## config.mk

```make
export PLATFORM = sky130hd
export DESIGN_NAME = mcu_ctrl_fsm_flat
export DESIGN_NICKNAME = d
export VERILOG_FILES = /design/src/rtl/otter.sv /design/src/rtl/control_if.sv /design/src/rtl/ack_timer.sv /design/src/rtl/mcu_ctrl_fsm.sv /design/src/flat_wrapper.sv
export SDC_FILE = /design/constraint.sdc
export NUM_CORES = 1
export LEC_CHECK = 0
export CAP_MARGIN = 5
export CORE_MARGIN = 3
export CORE_UTILIZATION = 50
export CTS_BUF_LIST = sky130_fd_sc_hd__clkbuf_4 sky130_fd_sc_hd__clkbuf_8
export CTS_CLUSTER_DIAMETER = 30
export DETAILED_ROUTE_END_ITERATION = 12
export GPL_ROUTABILITY_DRIVEN = 0
export PLACE_DENSITY_LB_ADDON = 0.25
export SYNTH_ARGS = -nofsm -noshare
export SYNTH_HDL_FRONTEND = slang
export SYNTH_SLANG_ARGS = --single-unit
export TNS_END_PERCENT = 30
```

## constraint.sdc

```tcl
create_clock -name clk -period 3.2 [get_ports clk]
set_input_delay 0.32 -clock clk [delete_from_list [all_inputs] [get_ports clk]]
set_output_delay 0.32 -clock clk [all_outputs]
set_load 0.02 [all_outputs]
```

## src/rtl/otter.sv

```systemverilog
// Shared types and constants for the OTTER multicycle control path.
// State encoding, opcode constants and the execute-class helper.
package otter;

  typedef enum logic [2:0] {
    ST_INIT,
    ST_FETCH,
    ST_EXEC,
    ST_MEM_WAIT,
    ST_INTR,
    ST_HALT
  } fsm_state_t;

  typedef logic [6:0] opcode_t;

  localparam opcode_t OP_LOAD   = 7'b0000011;
  localparam opcode_t OP_STORE  = 7'b0100011;
  localparam opcode_t OP_BRANCH = 7'b1100011;
  localparam opcode_t OP_LUI    = 7'b0110111;
  localparam opcode_t OP_AUIPC  = 7'b0010111;
  localparam opcode_t OP_JAL    = 7'b1101111;
  localparam opcode_t OP_JALR   = 7'b1100111;
  localparam opcode_t OP_IMM    = 7'b0010011;
  localparam opcode_t OP_REG    = 7'b0110011;

  localparam int ACK_CNT_W  = 16;
  localparam int INIT_CNT_W = 8;

  typedef enum logic [2:0] {
    EX_ALU,
    EX_BRANCH,
    EX_LOAD,
    EX_STORE,
    EX_ILL
  } ex_class_t;

  function automatic ex_class_t op_class(
    input opcode_t op
  );
    ex_class_t c;
    c = EX_ILL;
    unique case (op)
      OP_LOAD:   c = EX_LOAD;
      OP_STORE:  c = EX_STORE;
      OP_BRANCH: c = EX_BRANCH;
      OP_LUI,
      OP_AUIPC,
      OP_JAL,
      OP_JALR,
      OP_IMM,
      OP_REG:    c = EX_ALU;
      default:   c = EX_ILL;
    endcase
    return c;
  endfunction

endpackage

```

## src/rtl/control_if.sv

```systemverilog
// Control bundle between the sequencer FSM and the decoder/datapath.
// The fsm side drives strobes; the dp side drives opcode and memory acks.
interface control_if;
  import otter::*;

  opcode_t    opcode;
  logic       imem_ack;
  logic       dmem_ack;
  logic       intr;
  logic       mie;
  logic       reset;
  logic       pc_we;
  logic       rf_we;
  logic       mem_we;
  logic       mem_re1;
  logic       mem_re2;
  logic       int_taken;
  logic       illegal;
  logic       bus_err;
  fsm_state_t state;

  modport fsm (
    input  opcode, imem_ack, dmem_ack,
    input  intr, mie,
    output reset, pc_we, rf_we, mem_we,
    output mem_re1, mem_re2,
    output int_taken, illegal, bus_err,
    output state
  );

  modport dp (
    output opcode, imem_ack, dmem_ack,
    output intr, mie,
    input  reset, pc_we, rf_we, mem_we,
    input  mem_re1, mem_re2,
    input  int_taken, illegal, bus_err,
    input  state
  );

endinterface

```

## src/rtl/ack_timer.sv

```systemverilog
// Load/count/expire counter used for init hold and ack timeout.
// Saturates at the limit so expired stays high until reloaded.
module ack_timer #(
  parameter int W = 16
) (
  input  logic         clk,
  input  logic         load,
  input  logic         en,
  input  logic [W-1:0] limit,
  output logic         expired
);

  logic [W-1:0] cnt_q;

  assign expired = (cnt_q == limit);

  always_ff @(posedge clk) begin
    if (load) begin
      cnt_q <= '0;
    end else if (en && !expired) begin
      cnt_q <= cnt_q + 1'b1;
    end
  end

endmodule

```

## src/rtl/mcu_ctrl_fsm.sv

```systemverilog
// OTTER multicycle control FSM with memory handshakes,
// masked interrupt entry and ack timeout halt.
module mcu_ctrl_fsm
  import otter::*;
#(
  parameter int INIT_CYCLES = 1,
  parameter int INTR_EN     = 1,
  parameter int ACK_TIMEOUT = 0
) (
  input logic   clk,
  input logic   rst,
  control_if.fsm ctl
);

  localparam logic [INIT_CNT_W-1:0] INIT_LIM =
    INIT_CNT_W'(INIT_CYCLES - 1);
  localparam int TO_LIM_I =
    (ACK_TIMEOUT > 0) ? ACK_TIMEOUT - 1 : 0;
  localparam logic [ACK_CNT_W-1:0] TO_LIM =
    ACK_CNT_W'(TO_LIM_I);
  localparam logic TO_ON = (ACK_TIMEOUT > 0);
  localparam logic IE_ON = (INTR_EN != 0);

  fsm_state_t state_q;
  fsm_state_t state_d;
  ex_class_t  ex_cls;

  logic is_load_q;
  logic bus_err_q;
  logic init_done;
  logic wait_exp;
  logic wait_clr;
  logic in_wait;
  logic ack;
  logic timeout;
  logic intr_req;
  logic ex_mem;

  logic o_reset;
  logic o_pc_we;
  logic o_rf_we;
  logic o_mem_we;
  logic o_re1;
  logic o_re2;
  logic o_int;
  logic o_ill;

  assign ex_cls   = op_class(ctl.opcode);
  assign ex_mem   = (ex_cls == EX_LOAD) ||
                    (ex_cls == EX_STORE);
  assign intr_req = IE_ON && ctl.intr && ctl.mie;
  assign in_wait  = (state_q == ST_FETCH) ||
                    (state_q == ST_MEM_WAIT);
  assign ack      = (state_q == ST_FETCH) ?
                    ctl.imem_ack : ctl.dmem_ack;
  assign timeout  = TO_ON && in_wait &&
                    wait_exp && !ack;
  assign wait_clr = rst || (state_d != state_q);

  ack_timer #(.W(INIT_CNT_W)) u_init_tmr (
    .clk     (clk),
    .load    (rst),
    .en      (state_q == ST_INIT),
    .limit   (INIT_LIM),
    .expired (init_done)
  );

  // Cleared on every state change, so each wait starts at zero.
  ack_timer #(.W(ACK_CNT_W)) u_wait_tmr (
    .clk     (clk),
    .load    (wait_clr),
    .en      (in_wait),
    .limit   (TO_LIM),
    .expired (wait_exp)
  );

  always_ff @(posedge clk) begin
    if (rst) begin
      state_q <= ST_INIT;
    end else begin
      state_q <= state_d;
    end
  end

  always_ff @(posedge clk) begin
    if (rst) begin
      is_load_q <= 1'b0;
      bus_err_q <= 1'b0;
    end else begin
      if (state_q == ST_EXEC) begin
        is_load_q <= (ex_cls == EX_LOAD);
      end
      if (timeout) begin
        bus_err_q <= 1'b1;
      end
    end
  end

  always_comb begin
    state_d = state_q;
    unique case (state_q)
      ST_INIT: begin
        if (init_done) state_d = ST_FETCH;
      end
      ST_FETCH: begin
        if (ctl.imem_ack)  state_d = ST_EXEC;
        else if (timeout)  state_d = ST_HALT;
      end
      ST_EXEC: begin
        if (ex_mem)        state_d = ST_MEM_WAIT;
        else if (intr_req) state_d = ST_INTR;
        else               state_d = ST_FETCH;
      end
      ST_MEM_WAIT: begin
        if (ctl.dmem_ack) begin
          state_d = intr_req ? ST_INTR : ST_FETCH;
        end else if (timeout) begin
          state_d = ST_HALT;
        end
      end
      ST_INTR: state_d = ST_FETCH;
      ST_HALT: state_d = ST_HALT;
      default: state_d = ST_INIT;
    endcase
  end

  always_comb begin
    o_reset  = 1'b0;
    o_pc_we  = 1'b0;
    o_rf_we  = 1'b0;
    o_mem_we = 1'b0;
    o_re1    = 1'b0;
    o_re2    = 1'b0;
    o_int    = 1'b0;
    o_ill    = 1'b0;
    if (rst) begin
      o_reset = 1'b1;
    end else begin
      unique case (state_q)
        ST_INIT:  o_reset = 1'b1;
        ST_FETCH: o_re1   = 1'b1;
        ST_EXEC: begin
          unique case (1'b1)
            ex_cls == EX_LOAD:   o_re2    = 1'b1;
            ex_cls == EX_STORE:  o_mem_we = 1'b1;
            ex_cls == EX_BRANCH: o_pc_we  = 1'b1;
            ex_cls == EX_ALU: begin
              o_pc_we = 1'b1;
              o_rf_we = 1'b1;
            end
            default: begin
              o_pc_we = 1'b1;
              o_ill   = 1'b1;
            end
          endcase
        end
        ST_MEM_WAIT: begin
          o_re2    = is_load_q;
          o_mem_we = !is_load_q;
          o_pc_we  = ctl.dmem_ack;
          o_rf_we  = ctl.dmem_ack && is_load_q;
        end
        ST_INTR: begin
          o_int   = 1'b1;
          o_pc_we = 1'b1;
        end
        default: ;
      endcase
    end
  end

  assign ctl.reset     = o_reset;
  assign ctl.pc_we     = o_pc_we;
  assign ctl.rf_we     = o_rf_we;
  assign ctl.mem_we    = o_mem_we;
  assign ctl.mem_re1   = o_re1;
  assign ctl.mem_re2   = o_re2;
  assign ctl.int_taken = o_int;
  assign ctl.illegal   = o_ill;
  assign ctl.bus_err   = bus_err_q && !rst;
  assign ctl.state     = rst ? ST_INIT : state_q;

endmodule

```

## src/flat_wrapper.sv

```systemverilog
// flat-port wrapper written by rule: the top's interface ports become plain ports
module mcu_ctrl_fsm_flat import otter::*;
#(
  parameter int INIT_CYCLES = 1,
  parameter int INTR_EN     = 1,
  parameter int ACK_TIMEOUT = 0
)
  (clk, rst, ctl_opcode, ctl_imem_ack, ctl_dmem_ack, ctl_intr, ctl_mie, ctl_reset, ctl_pc_we, ctl_rf_we, ctl_mem_we, ctl_mem_re1, ctl_mem_re2, ctl_int_taken, ctl_illegal, ctl_bus_err, ctl_state);
  control_if ctl_i ();
  input logic clk;
  input logic rst;
  input wire logic [$bits(ctl_i.opcode)-1:0] ctl_opcode;
  input wire logic [$bits(ctl_i.imem_ack)-1:0] ctl_imem_ack;
  input wire logic [$bits(ctl_i.dmem_ack)-1:0] ctl_dmem_ack;
  input wire logic [$bits(ctl_i.intr)-1:0] ctl_intr;
  input wire logic [$bits(ctl_i.mie)-1:0] ctl_mie;
  output wire logic [$bits(ctl_i.reset)-1:0] ctl_reset;
  output wire logic [$bits(ctl_i.pc_we)-1:0] ctl_pc_we;
  output wire logic [$bits(ctl_i.rf_we)-1:0] ctl_rf_we;
  output wire logic [$bits(ctl_i.mem_we)-1:0] ctl_mem_we;
  output wire logic [$bits(ctl_i.mem_re1)-1:0] ctl_mem_re1;
  output wire logic [$bits(ctl_i.mem_re2)-1:0] ctl_mem_re2;
  output wire logic [$bits(ctl_i.int_taken)-1:0] ctl_int_taken;
  output wire logic [$bits(ctl_i.illegal)-1:0] ctl_illegal;
  output wire logic [$bits(ctl_i.bus_err)-1:0] ctl_bus_err;
  output wire logic [$bits(ctl_i.state)-1:0] ctl_state;
  assign ctl_i.opcode = ctl_opcode;
  assign ctl_i.imem_ack = ctl_imem_ack;
  assign ctl_i.dmem_ack = ctl_dmem_ack;
  assign ctl_i.intr = ctl_intr;
  assign ctl_i.mie = ctl_mie;
  assign ctl_reset = ctl_i.reset;
  assign ctl_pc_we = ctl_i.pc_we;
  assign ctl_rf_we = ctl_i.rf_we;
  assign ctl_mem_we = ctl_i.mem_we;
  assign ctl_mem_re1 = ctl_i.mem_re1;
  assign ctl_mem_re2 = ctl_i.mem_re2;
  assign ctl_int_taken = ctl_i.int_taken;
  assign ctl_illegal = ctl_i.illegal;
  assign ctl_bus_err = ctl_i.bus_err;
  assign ctl_state = ctl_i.state;
  mcu_ctrl_fsm #(.INIT_CYCLES(INIT_CYCLES), .INTR_EN(INTR_EN), .ACK_TIMEOUT(ACK_TIMEOUT)) u_core (.clk(clk), .rst(rst), .ctl(ctl_i));
endmodule
```

-- Word-level counts from Yosys, hierarchy flattened
Cells that the tools add are included.
- add/sub/neg operators: 1
- equality and inequality tests: 20
- mux-type cells: 29
- reductions and logical operators: 13
- operator list (cell ; count):
    $eq 7x6->1 const B ; 3
    $eq 7x7->1 const B ; 3
    $mux 3 ; 6
    $pmux 3 s6 ; 1
    $mux 1 ; 17
    $eq 7x5->1 const B ; 2
    $eq 3x2->1 const B ; 4
    $pmux 3 s4 ; 1
    $add 8x1->8 const B ; 1
    $logic_not 8->1 ; 1
    $eq 7x2->1 const B ; 1
    $eq 3x1->1 const B ; 2
    $eq 3x3->1 const B ; 2
    $logic_not 3->1 ; 2
    $pmux 1 s2 ; 3
    $reduce_or 6->1 ; 1
    $ne 2x2->1 const B ; 2
    $reduce_or 4->1 ; 1
    $logic_and 1x1->1 ; 3
    $pmux 1 s3 ; 1
    $reduce_and 3->1 ; 1
    $logic_not 1->1 ; 2
    $ne 2x1->1 const B ; 1
    $reduce_or 2->1 ; 1
    $logic_or 1x1->1 ; 1
- bits in registers: 12
- input bits: 13
- output and inout bits: 12
- word-level logic and storage cells: 66

-- Depth between registers and ports, before layout
- depth in word-level cells: 8
- mapped depth: 6
- depth with buffers taken out: 6

-- By module
Synthesis repeated with hierarchy kept, for this count alone.
- cell total of the unflattened synthesis: 120
- area, all modules: 945.9 um2
- modules (own cells, without submodules) (module ; instances ; cells an instance ; area an instance (um2) ; sequential area each (um2)):
    mcu_ctrl_fsm ; 1 ; 69 ; 474.2 ; 80.1
    ack_timer ; 1 ; 51 ; 471.7 ; 160.2

-- Least setup slack after synthesis
Ideal clock, no wire load.
- kind: in2out
- from: input ctl_opcode[3]
- to: output ctl_mem_we
- data arrival time: 1.825 ns
- required time: 2.880 ns
- slack: 1.055 ns
- stages: 5
- buffers on the path: 1
- cells stage by stage: nor2_1 or4b_1 buf_2 or3b_2 a21oi_1
- cells in the longest elaborated chain, start to end: 7
- elaborated cells on any way between the ends: 15
- classes of those cells: eq/ne (10); mux (4); reduce/logical (1)
- RTL lines (element ; RTL line ; text):
    start, declared ; flat_wrapper.sv:12 ; input wire logic [$bits(ctl_i.opcode)-1:0] ctl_opcode;
    $eq 7x6->1 (tied with other cells) ; otter.sv:42 ; unique case (op)
    $reduce_or 6->1 ; otter.sv:42 ;
    $pmux 3 s4 (*) ; otter.sv:42 ;
    $eq 3x2->1 (*) ; mcu_ctrl_fsm.sv:145 ; ex_cls == EX_STORE: o_mem_we = 1'b1;
    $mux 1 (*) ; mcu_ctrl_fsm.sv:143 ; unique case (1'b1)
    $pmux 1 s2 (*) ; mcu_ctrl_fsm.sv:139 ; unique case (state_q)
    $mux 1 (*) ; mcu_ctrl_fsm.sv:136 ; if (rst) begin
    end, declared ; flat_wrapper.sv:20 ; output wire logic [$bits(ctl_i.mem_we)-1:0] ctl_mem_we;
Mark *: on every way between the ends. The rest lies on a longest branch, timed or not.

-- Final worst setup path
- from: input ctl_opcode[6]
- to: output ctl_mem_we
The elaborated chain is that of the path after synthesis.

==> out/metrics.yaml <==
synth_edf_count: 0
finalNetCount: 144
tightest_slew_ns: 0.596
multi_input_area_sq_um: 515
die_h_um: 46.2
hpwl_um: 1440
synth_area_per_cell_sq_um: 7.61
antenna_cells: 0
leakage_nw: 0.354
synthTopCellsByArea: "dfxtp_1 (30%), nand2_1 (5.1%), a21oi_1 (5.0%), nor2b_1 (4.7%), nor2_1 (3.7%)"
htree_levels: 1
clockBufferDepth: 2
grt_max_degree: 19
yosysTopAreaCell: "dfxtp_1"
synth-async-reset-ratio: 0
via_per_inst: 5.73
final_cell_mix: "clkdlybuf4s50_1 (23), dfxtp_1 (12), nand2_1 (11)"
fp-row-count: 13
antenna_found_initial: 0
powerDensity_nw_per_um2: 325
syn_nets: 121
cts_tree: "built"
finClkSkew_ns: 0.00427
fmax_ghz: 0.337
syn_area_sq_um: 807
rsz0062_at_grt: "no"
clkTransAtPathRegs_ns: 0.07
cts_sinks: 12
drtIter0Drc: 21
drcViolationCount: 0
post-route-period-util: 0.926
hold_violations: 0
start_util: 0.577
seq_area_sq_um: 240
grt_pass1_wl_um: 3080
endpoint_kind: "primary output"
synth-seq-cells: 12
relSlewSlack: 0.599
whs_ns: 0.506
ir_drop_mv: 0.402
die_w_um: 46.2
io_pins: 25
syn2layout_area_growth_pct: 32.2
post-route-min-period_ns: 2.96
yosysWarnings: 0
synth-main-ff-cell: "dfxtp_1"
drtAntennaViolNets: 0
fillers: 119
cts_setup_buffers: 0
netlist_instances: 106
cts_root_buf: "clkbuf_4"
hold_buffers: 0
drv_cap: 0
synth.distinct_cells: 37
final_common_cell: "clkdlybuf4s50_1"
vias: 819
first_pass_iters: 4
critPathRequiredTime_ns: 2.88
synth-seq-area-share: 0.298
portBuffers: 23
synth_top_area_share: 0.298
gr-usage-all-layers: 0.199
grt_pass1_vias: 737
min_path_type: "reg -> reg"
crit_type: "in -> out"
wl_per_cell_um: 12.8
cts_resized: 0
core_area_sq_um: 1400
design.die.area_sq_um: 2130
setup_viol: 0
drive_gt1_frac: 0.0625
clock_latency_ns: 0.27
numCtsBuffers: 3
finalMaxSlewViolations: 0
cp_max_fo: 3
fin_setup_tns_ns: 0
cp-start-kind: "primary input"
status: "completed"
arrival_ns: 2.64
wl_um: 1830
overflow: 0
==> area by class of cell <==
cell class	count	share of cell area
tap	15	0.0176
sequential	12	0.225
timing repair buffer	25	0.230
clock buffer	4	0.0340
inverter	3	0.0106
multi-input combinational	84	0.483
==> worst paths after layout <==
kind                               from                    endpoint  slack (ns)  depth (start not counted)
min          u_core.u_init_tmr.cnt_q[2]  u_core.u_init_tmr.cnt_q[2]        0.51                          2
min reg2reg  u_core.u_init_tmr.cnt_q[2]  u_core.u_init_tmr.cnt_q[2]        0.51                          2
max                       ctl_opcode[6]                  ctl_mem_we        0.24                          6
max reg2reg           u_core.state_q[0]  u_core.u_init_tmr.cnt_q[3]        1.37                          4
==> synth_stat cells, drive strengths merged, types with 2 or more instances <==
library cell  instances
xnor2                 3
buf                   4
mux2i                 2
ha                    2
inv                   3
or4b                  2
nor3b                 2
nand3b                2
nor4b                 2
a21oi                 8
o21ai                 5
or3                   4
nor2b                 6
nor3                  4
nand2                11
dfxtp                12
clkbuf                3
nand3                 3
nor2                  8
nand2b                4
a22o                  2
==> state kept, by name (all words and copies together), names as in the netlist <==
signal	flops
u_core.u_init_tmr.cnt_q	8
u_core.is_load_q	1
u_core.state_q	3
==> worst max-delay path: stages <==
cell             delay (ns)
clkdlybuf4s50_1        0.45
nor2_1                 0.13
or4b_1                 0.47
or3b_2                 0.48
a21oi_1                0.17
clkdlybuf4s50_1        0.62
==> stage by stage <==
| step | setup WS (ns) | total power [W] | instance area, sq um | std cells | utilization |
|---|---|---|---|---|---|
| after floorplan | 1.05 | 0.000202 | 807 | 106 | - |
| after global placement | 0.319 | 0.000230 | 1030 | 139 | 0.737 |
| after detailed placement | 0.251 | 0.000231 | 1030 | 139 | 0.737 |
| after CTS | 0.248 | 0.000353 | 1070 | 143 | 0.763 |
| after global routing | 0.149 | 0.000369 | 1070 | 143 | 0.763 |
| final | 0.236 | 0.000347 | 1070 | 143 | 0.763 |
==> layer usage <==
metal | wire length [um] | vias to the layer above | global-route usage | part of all wire
li1 | - | 414 | - | -
met1 | 788 | 374 | 0.254 | 0.43
met2 | 881 | 29 | 0.321 | 0.48
met3 | 145 | 2 | 0.0586 | 0.079
met4 | 11 | 0 | 0.0511 | 0.0060
met5 | 0 | - | 0 | 0
==> report_power, final <==
part	switching [W]	internal [W]	leakage (nW)
sequential	0.00000958	0.000152	0.0971
combinational	0.0000303	0.0000364	0.236
clock	0.0000494	0.0000692	0.0210
total	0.0000892	0.000258	0.354
==> logic make-up after synthesis <==
logic type / after synthesis / share of synthesized area
simple gates: 53 / 0.367
compound gates: 22 / 0.167
flops: 12 / 0.298
buf+inv: 10 / 0.0636
xor+xnor: 4 / 0.0434
fa+ha+maj: 2 / 0.0310
mux: 2 / 0.0248
other cells: 1 / 0.00465
(Power assumes the default switching activity.)
